**config.mk**
```make
export PLATFORM = sky130hd
export DESIGN_NAME = aes_kat_sequencer
export DESIGN_NICKNAME = d
export VERILOG_FILES = /design/src/rtl/aes_kat_sequencer.sv
export SDC_FILE = /design/constraint.sdc
export NUM_CORES = 1
export LEC_CHECK = 0
export ABC_AREA = 0
export BUFFER_PORTS_ARGS = -buffer_cell sky130_fd_sc_hd__buf_2
export CAP_MARGIN = 10
export CORE_AREA = 2 2 261 263
export DETAILED_ROUTE_END_ITERATION = 6
export DIE_AREA = 0 0 263 265
export SLEW_MARGIN = 20
export SYNTH_ARGS = -nofsm -noshare
export SYNTH_HDL_FRONTEND = slang
export SYNTH_SLANG_ARGS = --single-unit
export TNS_END_PERCENT = 20
```
**constraint.sdc**
```tcl
create_clock -name clk -period 3.6 [get_ports clk]
set_clock_uncertainty 0.15 [all_clocks]
set_input_delay 0.9 -clock clk [delete_from_list [all_inputs] [get_ports clk]]
set_output_delay 0.9 -clock clk [all_outputs]
set_load 0.01 [all_outputs]
```
**src/rtl/aes_kat_sequencer.sv**
```systemverilog
// Known-answer self-test sequencer for an external AES encrypt/decrypt core pair.
// Encrypts PT, decrypts the captured ciphertext, and tallies pass/fail runs.
module aes_kat_sequencer #(
  parameter int            DW      = 128,
  parameter logic [DW-1:0] PT      = 128'h00112233445566778899aabbccddeeff,
  parameter logic [DW-1:0] EXP128  = 128'h69c4e0d86a7b0430d8cdb78070b4c55a,
  parameter logic [DW-1:0] EXP192  = 128'hdda97ca4864cdfe06eaf70a0ec0d7191,
  parameter logic [DW-1:0] EXP256  = 128'h8ea2b7ca516745bfeafc49904b496089,
  parameter int            TIMEOUT = 64,
  parameter int            CNT_W   = 8
) (
  input  logic             clk,
  input  logic             rst_n,
  input  logic             start,
  input  logic             loop,
  input  logic [1:0]       mode,
  output logic             cip_start,
  output logic [1:0]       cip_mode,
  output logic [DW-1:0]    cip_in,
  input  logic             cip_done,
  input  logic [DW-1:0]    cip_out,
  output logic             dec_start,
  output logic [1:0]       dec_mode,
  output logic [DW-1:0]    dec_in,
  input  logic             dec_done,
  input  logic [DW-1:0]    dec_out,
  output logic             busy,
  output logic             done,
  output logic             e_ok,
  output logic             d_ok,
  output logic             timeout,
  output logic [3:0]       nr,
  output logic [DW-1:0]    result,
  output logic [CNT_W-1:0] pass_cnt,
  output logic [CNT_W-1:0] fail_cnt
);

  typedef enum logic [2:0] {IDLE, ENC_REQ, ENC_WAIT, DEC_REQ, DEC_WAIT, CHECK, DONE} state_e;

  localparam int               TW        = $clog2(TIMEOUT + 1);
  localparam logic [TW-1:0]    WAIT_LAST = TW'(TIMEOUT - 1);
  localparam logic [CNT_W-1:0] CNT_MAX   = '1;

  state_e             state_q, state_d;
  logic [1:0]         mode_q, mode_d;
  logic [3:0]         nr_q, nr_d;
  logic [DW-1:0]      ct_q, ct_d;
  logic [DW-1:0]      result_q, result_d;
  logic               e_ok_q, e_ok_d, d_ok_q, d_ok_d, timeout_q, timeout_d;
  logic [TW-1:0]      wcnt_q, wcnt_d;
  logic [CNT_W-1:0]   pass_q, pass_d, fail_q, fail_d;
  logic [DW-1:0]      expSel;
  logic               abort;

  function automatic logic [3:0] nrOf(input logic [1:0] m);
    case (m)
      2'b00:   nrOf = 4'd10;
      2'b01:   nrOf = 4'd12;
      default: nrOf = 4'd14;
    endcase
  endfunction

  assign abort = (mode == 2'b11);

  always_comb begin
    case (mode_q)
      2'b00:   expSel = EXP128;
      2'b01:   expSel = EXP192;
      default: expSel = EXP256;
    endcase
  end

  always_comb begin
    state_d   = state_q;
    mode_d    = mode_q;
    nr_d      = nr_q;
    ct_d      = ct_q;
    result_d  = result_q;
    e_ok_d    = e_ok_q;
    d_ok_d    = d_ok_q;
    timeout_d = timeout_q;
    wcnt_d    = wcnt_q;
    pass_d    = pass_q;
    fail_d    = fail_q;
    // Abort wins over everything outside IDLE and leaves all tallies and flags untouched.
    if (state_q != IDLE && abort) begin
      state_d = IDLE;
    end else begin
      case (state_q)
        IDLE: begin
          if (start && !abort) begin
            mode_d    = mode;
            nr_d      = nrOf(mode);
            e_ok_d    = 1'b0;
            d_ok_d    = 1'b0;
            timeout_d = 1'b0;
            state_d   = ENC_REQ;
          end
        end
        ENC_REQ: begin
          wcnt_d  = '0;
          state_d = ENC_WAIT;
        end
        ENC_WAIT: begin
          if (cip_done) begin
            ct_d     = cip_out;
            result_d = cip_out;
            e_ok_d   = (cip_out == expSel);
            state_d  = DEC_REQ;
          end else if (wcnt_q == WAIT_LAST) begin
            timeout_d = 1'b1;
            e_ok_d    = 1'b0;
            state_d   = CHECK;
          end else begin
            wcnt_d = wcnt_q + 1'b1;
          end
        end
        DEC_REQ: begin
          wcnt_d  = '0;
          state_d = DEC_WAIT;
        end
        DEC_WAIT: begin
          if (dec_done) begin
            result_d = dec_out;
            d_ok_d   = (dec_out == PT);
            state_d  = CHECK;
          end else if (wcnt_q == WAIT_LAST) begin
            timeout_d = 1'b1;
            d_ok_d    = 1'b0;
            state_d   = CHECK;
          end else begin
            wcnt_d = wcnt_q + 1'b1;
          end
        end
        CHECK: begin
          if (e_ok_q && d_ok_q) begin
            if (pass_q != CNT_MAX) pass_d = pass_q + 1'b1;
          end else begin
            if (fail_q != CNT_MAX) fail_d = fail_q + 1'b1;
          end
          state_d = DONE;
        end
        DONE: begin
          if (loop) begin
            mode_d    = mode;
            nr_d      = nrOf(mode);
            e_ok_d    = 1'b0;
            d_ok_d    = 1'b0;
            timeout_d = 1'b0;
            state_d   = ENC_REQ;
          end else begin
            state_d = IDLE;
          end
        end
        default: state_d = IDLE;
      endcase
    end
  end

  always_ff @(posedge clk or negedge rst_n) begin
    if (!rst_n) begin
      state_q   <= IDLE;
      mode_q    <= 2'b00;
      nr_q      <= 4'd0;
      ct_q      <= '0;
      result_q  <= '0;
      e_ok_q    <= 1'b0;
      d_ok_q    <= 1'b0;
      timeout_q <= 1'b0;
      wcnt_q    <= '0;
      pass_q    <= '0;
      fail_q    <= '0;
    end else begin
      state_q   <= state_d;
      mode_q    <= mode_d;
      nr_q      <= nr_d;
      ct_q      <= ct_d;
      result_q  <= result_d;
      e_ok_q    <= e_ok_d;
      d_ok_q    <= d_ok_d;
      timeout_q <= timeout_d;
      wcnt_q    <= wcnt_d;
      pass_q    <= pass_d;
      fail_q    <= fail_d;
    end
  end

  // Request and done strobes are suppressed in an aborting cycle so no core is kicked off.
  assign busy      = (state_q != IDLE);
  assign done      = (state_q == DONE) && !abort;
  assign cip_start = (state_q == ENC_REQ) && !abort;
  assign dec_start = (state_q == DEC_REQ) && !abort;
  assign cip_mode  = mode_q;
  assign dec_mode  = mode_q;
  assign cip_in    = PT;
  assign dec_in    = ct_q;
  assign e_ok      = e_ok_q;
  assign d_ok      = d_ok_q;
  assign timeout   = timeout_q;
  assign nr        = nr_q;
  assign result    = result_q;
  assign pass_cnt  = pass_q;
  assign fail_cnt  = fail_q;

endmodule
```
Yosys cells after proc, flatten, opt, wreduce, memory -nomap -nowiden
Cells that the tools add are included.
{"block": "word_totals", "reg_bits": 291, "inputBits": 264, "output_inout_bits": 415, "word_cells": 99}
{"block": "classes", "add_sub_neg": 3, "n_eq_ne": 23, "n_mux": 33, "bitwise": 2, "reduce_logical": 27}
{"cell": "$pmux 128 s2", "count": 2}
{"cell": "$mux 128", "count": 2}
{"cell": "$eq 128x117->1 const B", "count": 1}
{"cell": "$eq 128x128->1", "count": 1}
{"cell": "$mux 7", "count": 3}
{"cell": "$pmux 3 s7", "count": 1}
{"cell": "$pmux 7 s3", "count": 1}
{"cell": "$reduce_and 4->1", "count": 5}
{"cell": "$add 8x1->8 const B", "count": 2}
{"cell": "$ne 8x8->1 const B", "count": 2}
{"cell": "$mux 3", "count": 5}
{"cell": "$ne 2x2->1 const B", "count": 6}
{"cell": "$reduce_bool 3->1", "count": 4}
{"cell": "$reduce_and 5->1", "count": 2}
{"cell": "$eq 3x3->1 const B", "count": 3}
{"cell": "$mux 1", "count": 9}
{"cell": "$ne 3x3->1 const B", "count": 3}
{"cell": "$mux 4", "count": 2}
{"cell": "$pmux 4 s2", "count": 1}
{"cell": "$add 7x1->7 const B", "count": 1}
{"cell": "$eq 7x6->1 const B", "count": 1}
{"cell": "$eq 3x2->1 const B", "count": 2}
{"cell": "$logic_and 1x1->1", "count": 6}
{"cell": "$pmux 1 s3", "count": 2}
{"cell": "other kinds (16)", "count": 21}

Depth between registers and ports, before layout
Gate-level depths: netlist of run 1.
{"block": "logic_depth", "depth_word": 6, "ltp_mapped": 9, "mapped_depth_nobuf": 7}

Least setup slack after synthesis of run 1
Ideal clock, no wire load.
{"block": "synth_timing", "path_type": "input port to flip-flop", "from": "in cip_out[106]", "to": "reg e_ok_q, in the netlist e_ok", "setup_ps": 66, "arrival_ps": 2322, "t_required_ps": 3384, "path_slack_ps": 1062, "path_stages": 5, "n_path_buf": 0, "cell_sequence": "or4b_1 a2111oi_0 o22ai_1 nor4_1 a31o_1"}
{"block": "synth_via", "elab_chain_len": 3}
{"element": "start, declared", "line_no": "21", "source": "input logic [DW-1:0] cip_out,"}
{"element": "$eq 128x128->1", "line_no": "108", "source": "e_ok_d = (cip_out == expSel);"}
{"element": "$mux 1", "line_no": "105", "source": "if (cip_done) begin"}
{"element": "$pmux 1 s3", "line_no": "89", "source": "case (state_q)"}
{"element": "end signal, assigned", "line_no": "179", "source": "e_ok_q <= e_ok_d;"}
{"element": "end, declared", "line_no": "49", "source": "logic e_ok_q, e_ok_d, d_ok_q, d_ok_d, timeout_q, timeout_d;"}
Every way passes these cells.
A chain may end at the register's enable or synchronous reset.

Worst setup path in the final report of run 1
{"block": "layout_timing", "from": "reg mode_q[1], in the netlist cip_mode[1]", "to": "reg e_ok_q, in the netlist e_ok"}
{"block": "layout_via", "elab_chain_len": 5, "word_cells_on_any_way": 6, "classes_between": "eq/ne: 2; mux: 3; reduce/logical: 1"}
{"element": "start, declared", "line_no": "45", "source": "logic [1:0] mode_q, mode_d;"}
{"element": "start signal, assigned", "line_no": "175", "source": "mode_q <= mode_d;"}
{"element": "$eq 2x1->1 / $logic_not 2->1 (equally long branches)", "line_no": "66", "source": "case (mode_q)"}
{"element": "$pmux 128 s2 *", "line_no": "66"}
{"element": "$eq 128x128->1 *", "line_no": "108"}
{"element": "$mux 1 *", "line_no": "105"}
{"element": "$pmux 1 s3 *", "line_no": "89"}
Mark *: on every way between the ends. The rest lies on a longest branch, timed or not.

==> reports/results.txt, run 1 <==
The flow ran to the end, and the final reports show no timing, DRC or antenna violations. The number of design-rule violations left by the first detailed-router iteration was 859. At the end of routability-driven placement, the weighted congestion stood at 0.854.

In this run the critical register-to-register path is launched from cip_mode[1]. In this run the critical register-to-register path is captured at e_ok. The layout has 7201 filler cells. The post-synthesis to final-layout area growth was 32.9%. For the number of rows created at floorplan, the log shows 95. Post-CTS timing repair inserted 0 buffers for setup. The die covers 0.0697 sq mm. 679 I/O pins were placed. Counting every sink on the clock net gives 290.

Setup repair after global routing left no endpoint under its margin. The die is 263 um wide. At the worst endpoint, the arrival time is 3.36 ns. Summing all multi-input logic gate instances after layout gives 0.00622 sq mm.

The logs give 58800 um for the placed wire-length estimate and 72500 um for the total wire length after detailed routing. For the buffer depth of the longest clock path, the log shows 3. The synthesized design contains 0 enable-type register cells.

In the routed design, unresolved DRC markers number 0. The region available for standard cell placement spans 0.0668 sq mm. STA puts the critical path data required time at 3.95 ns.

The via count of the first global-routing pass was 12700; the detail-routed via count per cell was 4.49. The port buffer count is 549. At the later pin of the worst-skew pair, clock insertion delay measures 0.56 ns. Entering global routing, the biggest net connects 139 pins. The worst pin sits at a relative slew slack of 31.8%.

Summing the sequential cell areas from Yosys gives 50.6% of the chip area. During synthesis, Yosys emitted a total of 0 warnings. The most frequently used flop master after synthesis was sky130_fd_sc_hd__dfrtp_1. The H-tree was split into 2 levels.

Across the run, the number of max-cap violations was 0. After synthesis the cells add up to 0.0144 sq mm. The max-slew violation count was 0. The mean cell area of the mapped netlist is 9.72 sq um. Setup violations remaining at the end of the flow were counted as 0. In this design, the largest share of critical-path delay is due to simple AND/OR/NAND/NOR gates. The number of cells on the worst reg-to-reg path works out to 6.

At the placement stage, the worst setup path has a slack of 0.303 ns. Dividing the final minimum period by the clock period gives 83.5%. Clock slew seen by the registers of the worst setup and hold paths: 0.07 ns. The tools report the type of element capturing the critical path as a register. TritonCTS buffer count: 36. The final layout contains 2284 nets. The critical path goes through or2_4 -> nor3_1 -> a41oi_1 -> a2111o_1 -> nor4_1 -> a31o_1.

The floorplan step set the die height to 265 um. The post-layout minimum cycle time is 3.01 ns, and the leakage power of the design is 9.01 nW. Hold repair after CTS inserted 0 buffers. Counting distinct cell types in the post-synthesis netlist gives 62. TritonCTS built the clock tree. For this run the aggregate overflow at the end of global routing stands at 0. Endpoint of the most critical setup path: e_ok. Dividing total power by cell area gives a power density of 848 mW/mm^2. The number of failing hold endpoints at the final stage was 0; the transition time at the pin with the least slew margin was 1.02 ns. Post-CTS repair changed the size of 0 cells. The achievable clock frequency came out at 333 MHz. For the final routed database, the setup TNS stands at 0 ns.

The launching element type of the critical path is a register. In this run the worst setup path begins at cip_mode[1]. The worst slack on hold paths was 0.194 ns.

The number of synthesized register bits works out to 290. The path class of the tightest hold or removal check is input pin to asynchronous set/reset pin. The slowest stage cell on the critical path was sky130_fd_sc_hd__dfrtp_1. The clock root buffer is sky130_fd_sc_hd__clkbuf_16. Across all setup checks in the final design, the least slack found is 0.594 ns. In this run the number of cells on the critical path is 6.

The starting utilization of the core area came out at 21.5%. The tools report the number of antenna violations at the first check in global routing as 11. Global routing used 20.2% of the available tracks. For the final antenna-violating net count, the log shows 0. Detail-routed net length per standard cell: 24.8 um. For the combined flip-flop and latch cell area, the log shows 0.00726 sq mm.

Synthesis produced 1477 cells. Across the VDD grid, the largest voltage drop is 0.452 mV. Class of the most critical setup path: register to register.

Counting flops with an async set or reset pin after synthesis yields a share of 100%. In the final layout, the share of cells above drive strength 1 is 38.2%. The first global-routing pass estimated 99600 um of wire. The biggest fanout along the worst timing path is 11. For this block, the via count after detailed routing is 13100. Biggest cell delay along the critical path: 0.58 ns. The buffers plus inverters on the worst setup path was 0; the first-pass iteration count of the detailed router was 5. The internal reg-to-reg setup slack came out at 0.59 ns.
## flip-flops by register name, indices dropped and copies added (netlist names)
signal / count
state_q: 3
fail_cnt: 8
dec_in: 128
result: 128
wcnt_q: 7
cip_mode: 2
timeout: 1
e_ok: 1
d_ok: 1
pass_cnt: 8
nr: 3
## worst min-delay path by stage
stage	start	endpoint
6_report	rst_n	result[82]
3_3_place_gp	nr[3]	nr[3]
5_1_grt	rst_n	result[82]
2_1_floorplan	wcnt_q[0]	wcnt_q[0]
3_5_place_dp	nr[3]	nr[3]
4_1_cts	rst_n	result[82]
## cell usage after synthesis, drive strengths merged, types with 4 or more instances
cell	n	area share, %
nor4b	17	1.0
nand4b	13	0.79
xor2	9	0.55
or4	4	0.21
dfrtp	290	51
o21ai	19	0.66
inv	11	0.29
nor3	16	0.56
a21oi	26	0.91
nand2	289	7.6
o22ai	5	0.22
nor4	14	0.65
nor2b	5	0.22
nor4bb	6	0.42
nand3	13	0.45
buf	174	8.4
nand4	19	0.83
mux2	126	9.9
and3	7	0.31
clkbuf	39	1.0
nand2b	8	0.35
a31oi	129	5.6
nor2	173	4.5
xnor2	9	0.55
## placed cells by master (no fill, tap or decap), types with 4 or more instances in the layout
| cell | n |
|---|---|
| sky130_fd_sc_hd__buf_2 | 548 |
| sky130_fd_sc_hd__dfrtp_1 | 290 |
| sky130_fd_sc_hd__nand2_1 | 288 |
| sky130_fd_sc_hd__nor2_1 | 172 |
| sky130_fd_sc_hd__a31oi_1 | 129 |
| sky130_fd_sc_hd__conb_1 | 129 |
| sky130_fd_sc_hd__mux2_2 | 126 |
| sky130_fd_sc_hd__clkbuf_16 | 37 |
| sky130_fd_sc_hd__buf_4 | 27 |
| sky130_fd_sc_hd__a21oi_1 | 25 |
| sky130_fd_sc_hd__nand4_1 | 19 |
| sky130_fd_sc_hd__o21ai_0 | 18 |
| sky130_fd_sc_hd__nor4b_1 | 17 |
| sky130_fd_sc_hd__nor3_1 | 16 |
| sky130_fd_sc_hd__nand4b_1 | 13 |
| sky130_fd_sc_hd__nand3_1 | 13 |
| sky130_fd_sc_hd__nor4_1 | 13 |
| sky130_fd_sc_hd__buf_12 | 12 |
| sky130_fd_sc_hd__inv_1 | 10 |
| sky130_fd_sc_hd__clkbuf_8 | 10 |
| sky130_fd_sc_hd__xnor2_1 | 9 |
| sky130_fd_sc_hd__xor2_1 | 9 |
| sky130_fd_sc_hd__and3_1 | 7 |
| sky130_fd_sc_hd__nand2b_1 | 7 |
| sky130_fd_sc_hd__clkbuf_1 | 7 |
| sky130_fd_sc_hd__diode_2 | 6 |
| sky130_fd_sc_hd__nor4bb_1 | 6 |
| sky130_fd_sc_hd__o22ai_1 | 5 |
| sky130_fd_sc_hd__nor2b_1 | 5 |
| sky130_fd_sc_hd__or4_1 | 4 |
| sky130_fd_sc_hd__bufinv_16 | 4 |
## per-layer routing
metal | share of wire (%) | global-route usage, % | wire [um] | vias to the layer above
li1 | - | - | - | 5979
met1 | 42 | 25.9 | 30600 | 6443
met2 | 49 | 34.6 | 35400 | 603
met3 | 6.5 | 4.11 | 4720 | 85
met4 | 2.4 | 5.41 | 1750 | 6
met5 | 0.040 | 0 | 29 | -
## worst register-to-register path: stages (launching register included)
cell and delay [ns]:
sky130_fd_sc_hd__dfrtp_1 0.58, sky130_fd_sc_hd__or2_4 0.47, sky130_fd_sc_hd__nor3_1 0.41, sky130_fd_sc_hd__a41oi_1 0.35, sky130_fd_sc_hd__a2111o_1 0.47, sky130_fd_sc_hd__nor4_1 0.33, sky130_fd_sc_hd__a31o_1 0.20
## stage by stage
| stage | instance area, sq um | power [mW] | cells | util (%) |
|---|---|---|---|---|
| after global placement | 17800 | 12.3 | 2852 | 26.7 |
| final | 19100 | 16.2 | 2921 | 28.6 |
| after CTS | 19100 | 16.4 | 2915 | 28.5 |
| after global routing | 19100 | 17.2 | 2916 | 28.5 |
| after floorplan | 14800 | 9.24 | 1604 | - |
| after detailed placement | 17800 | 12.4 | 2852 | 26.7 |
## layout make-up
type	instances	area share [%]
Tap cell	873	5.73
Sequential cell	290	38.0
Timing Repair Buffer	588	16.8
Multi-Input combinational cell	1090	32.6
Antenna cell	6	0.0787
Clock inverter	9	0.853
Inverter	11	0.216
Clock buffer	54	5.71
## report_power, final
group	total, mW	internal, mW	switching [mW]
registers	5.65	4.79	0.863
clock network	3.89	2.38	1.51
logic	6.64	2.70	3.94
total	16.2	9.86	6.32
## kinds of logic after synthesis
logic type                 count (synthesis)  share of synthesized area [%]
AOI/OAI and AO/OA                        207                           9.09
xor gates and xnor gates                  18                           1.10
adders and majority gates                  3                          0.262
buffers and inverters                    224                           9.69
DFF                                      290                           50.6
muxes                                    127                           9.96
other                                      2                         0.0523
and+or+nand+nor                          606                           19.3
No activity file was read; power rests on OpenSTA's default activity.
==> inputs of run 2 (changes only) <==
==> constraint.sdc (replaced) <==
create_clock -name clk -period 2.6 [get_ports clk]
set_clock_uncertainty 0.15 [all_clocks]
set_input_delay 0.65 -clock clk [delete_from_list [all_inputs] [get_ports clk]]
set_output_delay 0.65 -clock clk [all_outputs]
set_load 0.01 [all_outputs]
==> run 2 against run 1 <==
Effect of this change:
- non-clock buffer count increased by 69
- utilization increased by 1.1 points
- wire length increased by 2.4%
- sequential cell count unchanged
- clock-buffer cell count decreased by 2
- worst hold slack improved by 0.0042 ns
- critical path depth decreased by 4
- worst setup slack got worse by 0.51 ns
- clock power increased by 43%
- cell area increased by 3.9%
- critical path type is now register to output port
- critical endpoint is now busy
==> reports/results.txt, run 2 (synthesized netlist as in run 1, its figures left out) <==
The run finished with clean final reports. For the overall power after layout, the log shows 23.0 mW (+42%). The number of failing hold endpoints at the final stage came out at 0 (unchanged). The port buffer count works out to 549 (unchanged). The ratio of total power to cell area was 1160 mW/mm^2 (+37%). The final antenna-violating net count is 0 (unchanged). The run gives 21.5% (unchanged) as the starting utilization of the core area. The run gives 0 (unchanged) as the final-report setup violation count. The transition time at the pin with the least slew margin was 0.813 ns (-0.208 ns).

Maximum number of pins on one net before global-route repair: 72 (-48%). The worst vdd rail ir drop came out at 0.654 mV (+45%). STA classifies the critical path startpoint as a register. The arrival time of data at the critical path endpoint is 1.71 ns (-1.65 ns), and the number of design-rule violations left by the first detailed-router iteration is 985 (+15%). For the maximum level of the CTS H-tree, the log shows 2 (unchanged). Setup repair after global routing left no endpoint under its margin.

The slowest stage of the critical path belongs to the cell sky130_fd_sc_hd__dfrtp_1. The total via count after detailed routing is 13400 (+2.5%). The buffer count from post-CTS setup fixing was 0 (unchanged); the worst relative slew slack was 45.0% (+13 points). The clock root buffer is sky130_fd_sc_hd__clkbuf_16.

The achievable clock frequency came out at 398 MHz. The buffers plus inverters on the worst setup path works out to 1 (+1). In this run the worst hold path is classified as input pin to register.

The buffer depth of the longest clock path was 3 (unchanged). The sum of negative setup slack is 0 ns (unchanged), and the DRC violation count after routing is 0 (unchanged). The combined flip-flop and latch cell area came out at 0.00726 sq mm (about the same). The detail-routed via count per cell came out at 4.48 (-0.15%).

For the total wire length after detailed routing, the log shows 74200 um (+2.4%). The tools report the total die area as 0.0697 sq mm (unchanged). The biggest cell delay along the critical path was 0.51 ns (-0.07 ns); the max-capacitance violation count was 0 (unchanged). Area of the multi-input gates: 0.00625 sq mm (+0.48%). The run gives 95 (unchanged) as the number of rows created at floorplan. The logs give 0.0668 sq mm (unchanged) for the placeable core region and 60400 um (+2.7%) for the placed wire-length estimate.

The worst slack on hold paths is 0.199 ns (+0.00421 ns), and the post-synthesis to final-layout area growth is 38.0%. For the number of I/O pins, the log shows 679 (unchanged). The logs give 21 (+10) for the number of antenna violations at the first check in global routing and 290 (unchanged) for the number of sinks driven by the clock tree. Via count of the first global-routing pass: 13000 (+1.9%).

The largest delay contributor family on the critical path was flip-flops. The run gives 7082 (-1.7%) as the filler cell count. The required time at the endpoint of the critical path came out at 1.80 ns (-2.15 ns). The TritonCTS buffer count is 37 (+2.8%). Detail-routed net length per standard cell: 24.8 um (-0.22%). TritonCTS built the clock tree.

The type of element capturing the critical path was an output port. The floorplan die height came out at 265 um (unchanged). The number of cells on the worst reg-to-reg path is 7 (+1), and the global router's overall resource usage is 20.7% (+0.46 points). The max-slew violation count is 0 (unchanged).

The worst hold path was traced through 3 stages. The count of cell instances traversed by the critical path came out at 2 (-4). The ratio of cells with drive above 1 in the final layout is 40.7% (+2.5 points). The critical path goes through or3_1 -> buf_2.

The run gives 9.43 nW (+4.6%) as the leakage power of the design. The biggest fanout along the worst timing path was 14 (+3); the total congestion overflow was 0 (unchanged). The source-to-sink clock delay at the later pin of the worst-skew pair is 0.56 ns (about the same).

Leaving out fill and tap cells, the most frequent cells in the layout are sky130_fd_sc_hd__buf_2 (548), sky130_fd_sc_hd__nand2_1 (288), sky130_fd_sc_hd__dfrtp_1 (288). First-pass iteration count of the detailed router: 6 (+1). Leaving out fill and tap cells, the most frequent cell in the layout is sky130_fd_sc_hd__buf_2.

The post-route standard cell area excluding fillers was 0.0198 sq mm (+3.9%). The count of nets after finishing is 2354 (+3.1%), and the clock slew seen by the registers of the worst setup and hold paths is 0.06 ns (about the same). Routability congestion estimate: 0.865 (+1.3%). The critical path is of the register to output port type. The post-layout minimum cycle time works out to 2.51 ns. The post-place instance area is 0.0184 sq mm (+3.5%), and the floorplan die width is 263 um (unchanged). The run gives 102000 um (+2.0%) as the global-route wire length before repair.

The worst path uses 96.6% of the clock period.
==> run 2: worst paths after layout <==
kind / from / to / slack (ns)
worst max-delay path: state_q[1] / busy / 0.09
worst min register to register: nr[3] / nr[3] / 0.32
worst min-delay path: dec_out[52] / result[52] / 0.20
min in group asynchronous: rst_n / dec_in[88] / 0.51
max in group asynchronous: rst_n / result[26] / 0.99
worst max register to register: cip_mode[1] / e_ok / 0.15
==> run 2: area by class of cell <==
cell class / instances / share of cell area (%)
diodes: 10 / 0.126
clock inverters: 15 / 1.09
well taps: 873 / 5.51
flip-flops and latches: 290 / 36.6
inverters: 11 / 0.208
repair buffers: 657 / 19.4
multi-input cells: 1090 / 31.5
clock buffers: 52 / 5.53
==> run 2: report_power, final <==
part / leakage, nW / switching (mW) / internal, mW
Combinational: 5.38 / 5.60 / 4.02
Clock: 0.642 / 2.14 / 3.45
Sequential: 3.41 / 1.16 / 6.63
Total: 9.43 / 8.90 / 14.1
==> run 2: metrics by stage <==
stage               instances  util [%]  setup WS (ns)
floorplan                1604         -          0.312
global placement         2920      27.6         -0.125
CTS                      2988      29.6         0.0120
detailed placement       2920      27.6         -0.200
finish                   2998      29.7         0.0875
global route             2993      29.6         0.0170
==> run 2: worst register-to-register path: cells and delay by family, from the launching register on <==
family | cells | cell delay [ns]
and+or+nand+nor | 3 | 0.86
buffers and inverters | 1 | 0.21
DFF | 1 | 0.45
AOI/OAI and AO/OA | 3 | 0.72
==> run 2: metal layers <==
layer	wire length [um]	track usage [%]	part of all wire, %	vias to the layer above
li1	-	-	-	6136
met1	30800	25.9	41	6555
met2	35000	33.8	47	612
met3	5480	5.68	7.4	123
met4	2870	8.17	3.9	16
met5	105	0	0.14	-
==> run 2: repair_timing <==
| action | 4_1_cts | 5_1_grt |
|---|---|---|
| hold buffers | 1 | 0 |
| endpoints found under the hold margin | 46 | 0 |
| resized for setup | 4 | 4 |
| endpoints found under the setup margin | 1 | 33 |
| pin swaps | 0 | 1 |
==> inputs of run 3 (changes only) <==
--- a/config.mk
+++ b/config.mk
@@ -6,11 +6,11 @@
 export NUM_CORES = 1
 export LEC_CHECK = 0
 export ABC_AREA = 0
-export BUFFER_PORTS_ARGS = -buffer_cell sky130_fd_sc_hd__buf_2
 export CAP_MARGIN = 10
 export CORE_AREA = 2 2 261 263
 export DETAILED_ROUTE_END_ITERATION = 6
 export DIE_AREA = 0 0 263 265
+export DONT_BUFFER_PORTS = 1
 export SLEW_MARGIN = 20
 export SYNTH_ARGS = -nofsm -noshare
 export SYNTH_HDL_FRONTEND = slang
==> run 3 against run 2 <==
Effect of this change:
- the flow now finishes with violations (negative hold slack)
- worst setup slack improved by 0.0060 ns
- sequential power up 23%
- utilization fell by 5.0 points
- highest routed layer unchanged
- cell count is 20% lower
- non-clock buffer count fell by 603
==> reports/results.txt, run 3 (synthesized netlist as in run 1, its figures left out) <==
The run finished, with violations left. The checks that failed: negative hold slack. The tools report the max-capacitance violation count as 0 (unchanged). The min-delay analysis places its worst path in the category input pin to asynchronous set/reset pin.

The tools report the post-route standard cell area excluding fillers as 0.0165 sq mm (-17%). Pre-CTS setup slack: -0.0397 ns (+0.160 ns). The terminus of the critical flop-to-flop path was e_ok. Among cell families on the critical path, the largest total delay comes from flip-flops.

The clock slew seen by the registers of the worst setup and hold paths is 0.06 ns (about the same). The tools report the global router's overall resource usage as 19.4% (-1.3 points). Worst slack on hold paths: -0.350 ns (-0.549 ns). The floorplan die height was 265 um (unchanged). TritonCTS built the clock tree. The via count of the first global-routing pass came out at 11600 (-11%). The run gives 0.934 (+8.0%) as the routability congestion estimate. The placed cell count was 2317 (-21%). The biggest cell delay along the critical path works out to 0.56 ns (+0.05 ns).

Traced cell by cell, the critical path runs through or3_1 -> buf_4. The relative contribution of the clock network to total power was 26.3% (+2.0 points). The logs give 47.6% (+14 points) for the relative contribution of sequential cells to total power and 1.80 ns (about the same) for the required time at the endpoint of the critical path.

The final cell count without fillers was 2405 (-20%); the combined flip-flop and latch cell area was 0.00726 sq mm (about the same). The library cells used most frequently in the layout, excluding fill and tap cells, are sky130_fd_sc_hd__dfrtp_1 (290), sky130_fd_sc_hd__nand2_1 (288), sky130_fd_sc_hd__nor2_1 (172). Type of element capturing the critical path: an output port. The number of failing hold endpoints at the final stage came out at 290 (+290). The port buffer count came out at 0 (-100%).

The arrival time of data at the critical path endpoint is 1.71 ns (about the same), and the global-route wire length before repair is 94400 um (-7.2%). The post-layout minimum cycle time works out to 2.51 ns (-0.00599 ns). Setup repair after global routing left no endpoint under its margin. The number of sinks driven by the clock tree is 290 (unchanged). The number of cells on the worst reg-to-reg path works out to 7 (unchanged).

Placeable core region: 0.0668 sq mm (unchanged). The run gives 12.1 mW (-14%) as the internal cell power. The detail-routed net length per standard cell was 29.3 um (+18%); the number of design-rule violations left by the first detailed-router iteration was 862 (-12%). The post-route fraction of the period consumed by the critical path works out to 96.4% (-0.23 points).

STA classifies the critical path startpoint as a register. From synthesis to final layout, the design area changed by 14.7%. For the starting utilization of the core area, the log shows 21.5% (unchanged). The logs give 0.0935 ns (+0.00599 ns) for the smallest setup slack after layout and 57300 um (-5.3%) for the placed wire-length estimate.

The total wire length after detailed routing is 70400 um (-5.2%), and the ratio of total power to cell area is 1220 mW/mm^2 (+5.2%). The final antenna-violating net count was 0 (unchanged). The achievable clock frequency is 399 MHz (+0.24%), and the transition time at the pin with the least slew margin is 0.811 ns (-0.00225 ns). The switching power total was 7.98 mW (-10%); the floorplan die width was 263 um (unchanged). The tools report the internal reg-to-reg setup slack as 0.13 ns (-0.02 ns).

The TritonCTS buffer count was 37 (unchanged). The ratio of cells with drive above 1 in the final layout works out to 16.8% (-24 points). The clock root buffer is sky130_fd_sc_hd__clkbuf_16. The area of the multi-input gates came out at 0.00623 sq mm (-0.32%).

The total via count after detailed routing was 11600 (-14%). For the count of nets after finishing, the log shows 1751 (-26%). The run gives 0.56 ns (about the same) as the source-to-sink clock delay at the later pin of the worst-skew pair. The largest individual stage delay along the critical path comes from the cell sky130_fd_sc_hd__dfrtp_1. In this run the critical register-to-register path is launched from cip_mode[1]. The tools report the maximum level of the CTS H-tree as 2 (unchanged). The detail-routed via count per cell was 4.82 (+7.6%).

For the filler cell count, the log shows 7119 (+0.52%). Final-report setup violation count: 0 (unchanged). The logs give 291 (+300%) for the maximum number of pins on one net before global-route repair and 5 (-1) for the first-pass iteration count of the detailed router.

The setup path with the least slack is of type register to output port. The total die area is 0.0697 sq mm (unchanged). For the number of antenna violations at the first check in global routing, the log shows 8 (-62%). The worst relative slew slack was 45.2% (+0.15 points); the biggest fanout along the worst timing path was 15 (+1). The tools report the DRC violation count after routing as 0 (unchanged). The worst vdd rail ir drop is 0.627 mV (-4.1%), and the number of rows created at floorplan is 95 (unchanged). The total congestion overflow is 0 (unchanged), and the buffers plus inverters on the worst setup path is 1 (unchanged). The logs give 0 (unchanged) for the max-slew violation count and 6.92 nW (-27%) for the leakage power of the design. The logs give 26.1% (-16 points) for the logic gate share of total power and 679 (unchanged) for the number of I/O pins.

For the post-place instance area, the log shows 0.0152 sq mm (-18%). The library cell used most frequently in the layout, excluding fill and tap cells, is sky130_fd_sc_hd__dfrtp_1. The buffer depth of the longest clock path was 3 (unchanged); the proportion of total power due to net switching was 39.7% (+1.0 points).
[run 3: cell type report]
| cell class | count | share of cell area (%) |
|---|---|---|
| Inverter | 11 | 0.251 |
| Sequential cell | 290 | 44.1 |
| Timing Repair Buffer | 54 | 3.37 |
| Tap cell | 873 | 6.63 |
| Multi-Input combinational cell | 1090 | 37.8 |
| Clock buffer | 49 | 6.52 |
| Antenna cell | 21 | 0.319 |
| Clock inverter | 17 | 1.03 |
[run 3: power by group through the flow]
stage / sequential [mW] / clock [mW] / combinational [mW]
after floorplan: 8.70 / 0 / 4.09
after global placement: 9.58 / 0 / 5.05
after detailed placement: 9.63 / 0 / 5.27
after CTS: 9.58 / 5.44 / 5.26
after global routing: 9.76 / 5.62 / 5.80
final: 9.57 / 5.30 / 5.25
[run 3: how the worst max path moves through the flow]
stage / cells after the start / start / endpoint
2_1_floorplan: 5 / cip_out[106] / e_ok
3_3_place_gp: 6 / dec_out[107] / d_ok
3_5_place_dp: 5 / cip_out[17] / e_ok
4_1_cts: 3 / state_q[1] / busy
5_1_grt: 2 / state_q[0] / busy
6_report: 2 / state_q[0] / busy
[run 3: timing repair]
| item | in CTS | in global routing |
|---|---|---|
| buffers inserted | 0 | 1 |
| resized for setup | 1 | 0 |
| endpoints found under the hold margin | 290 | 290 |
| endpoints found under the setup margin | 1 | 1 |
| pin swaps | 0 | 0 |
[run 3: metrics by stage]
stage          total power, mW  util, %  TNS [ns]
6_report                  20.1     24.7         0
5_1_grt                   21.2     24.6         0
4_1_cts                   20.3     24.6         0
3_5_place_dp              14.9     22.7   -0.0397
3_3_place_gp              14.6     22.7   -0.0577
2_1_floorplan             12.8        -         0
[run 3: per-layer routing]
metal | vias to the layer above | part of all wire, % | global-route usage [%]
li1 | 4935 | - | -
met1 | 5763 | 36 | 21.4
met2 | 739 | 49 | 33.1
met3 | 157 | 11 | 7.66
met4 | 8 | 4.0 | 8.05
met5 | - | 0.092 | 0
[run 3: worst reg2reg max path: cells and delay by family, from the launching register on]
family | cells | cell delay, ns
buffers and inverters | 2 | 0.34
AO/OA/AOI/OAI | 2 | 0.32
AND/OR/NAND/NOR | 3 | 1.12
flip-flops | 1 | 0.47
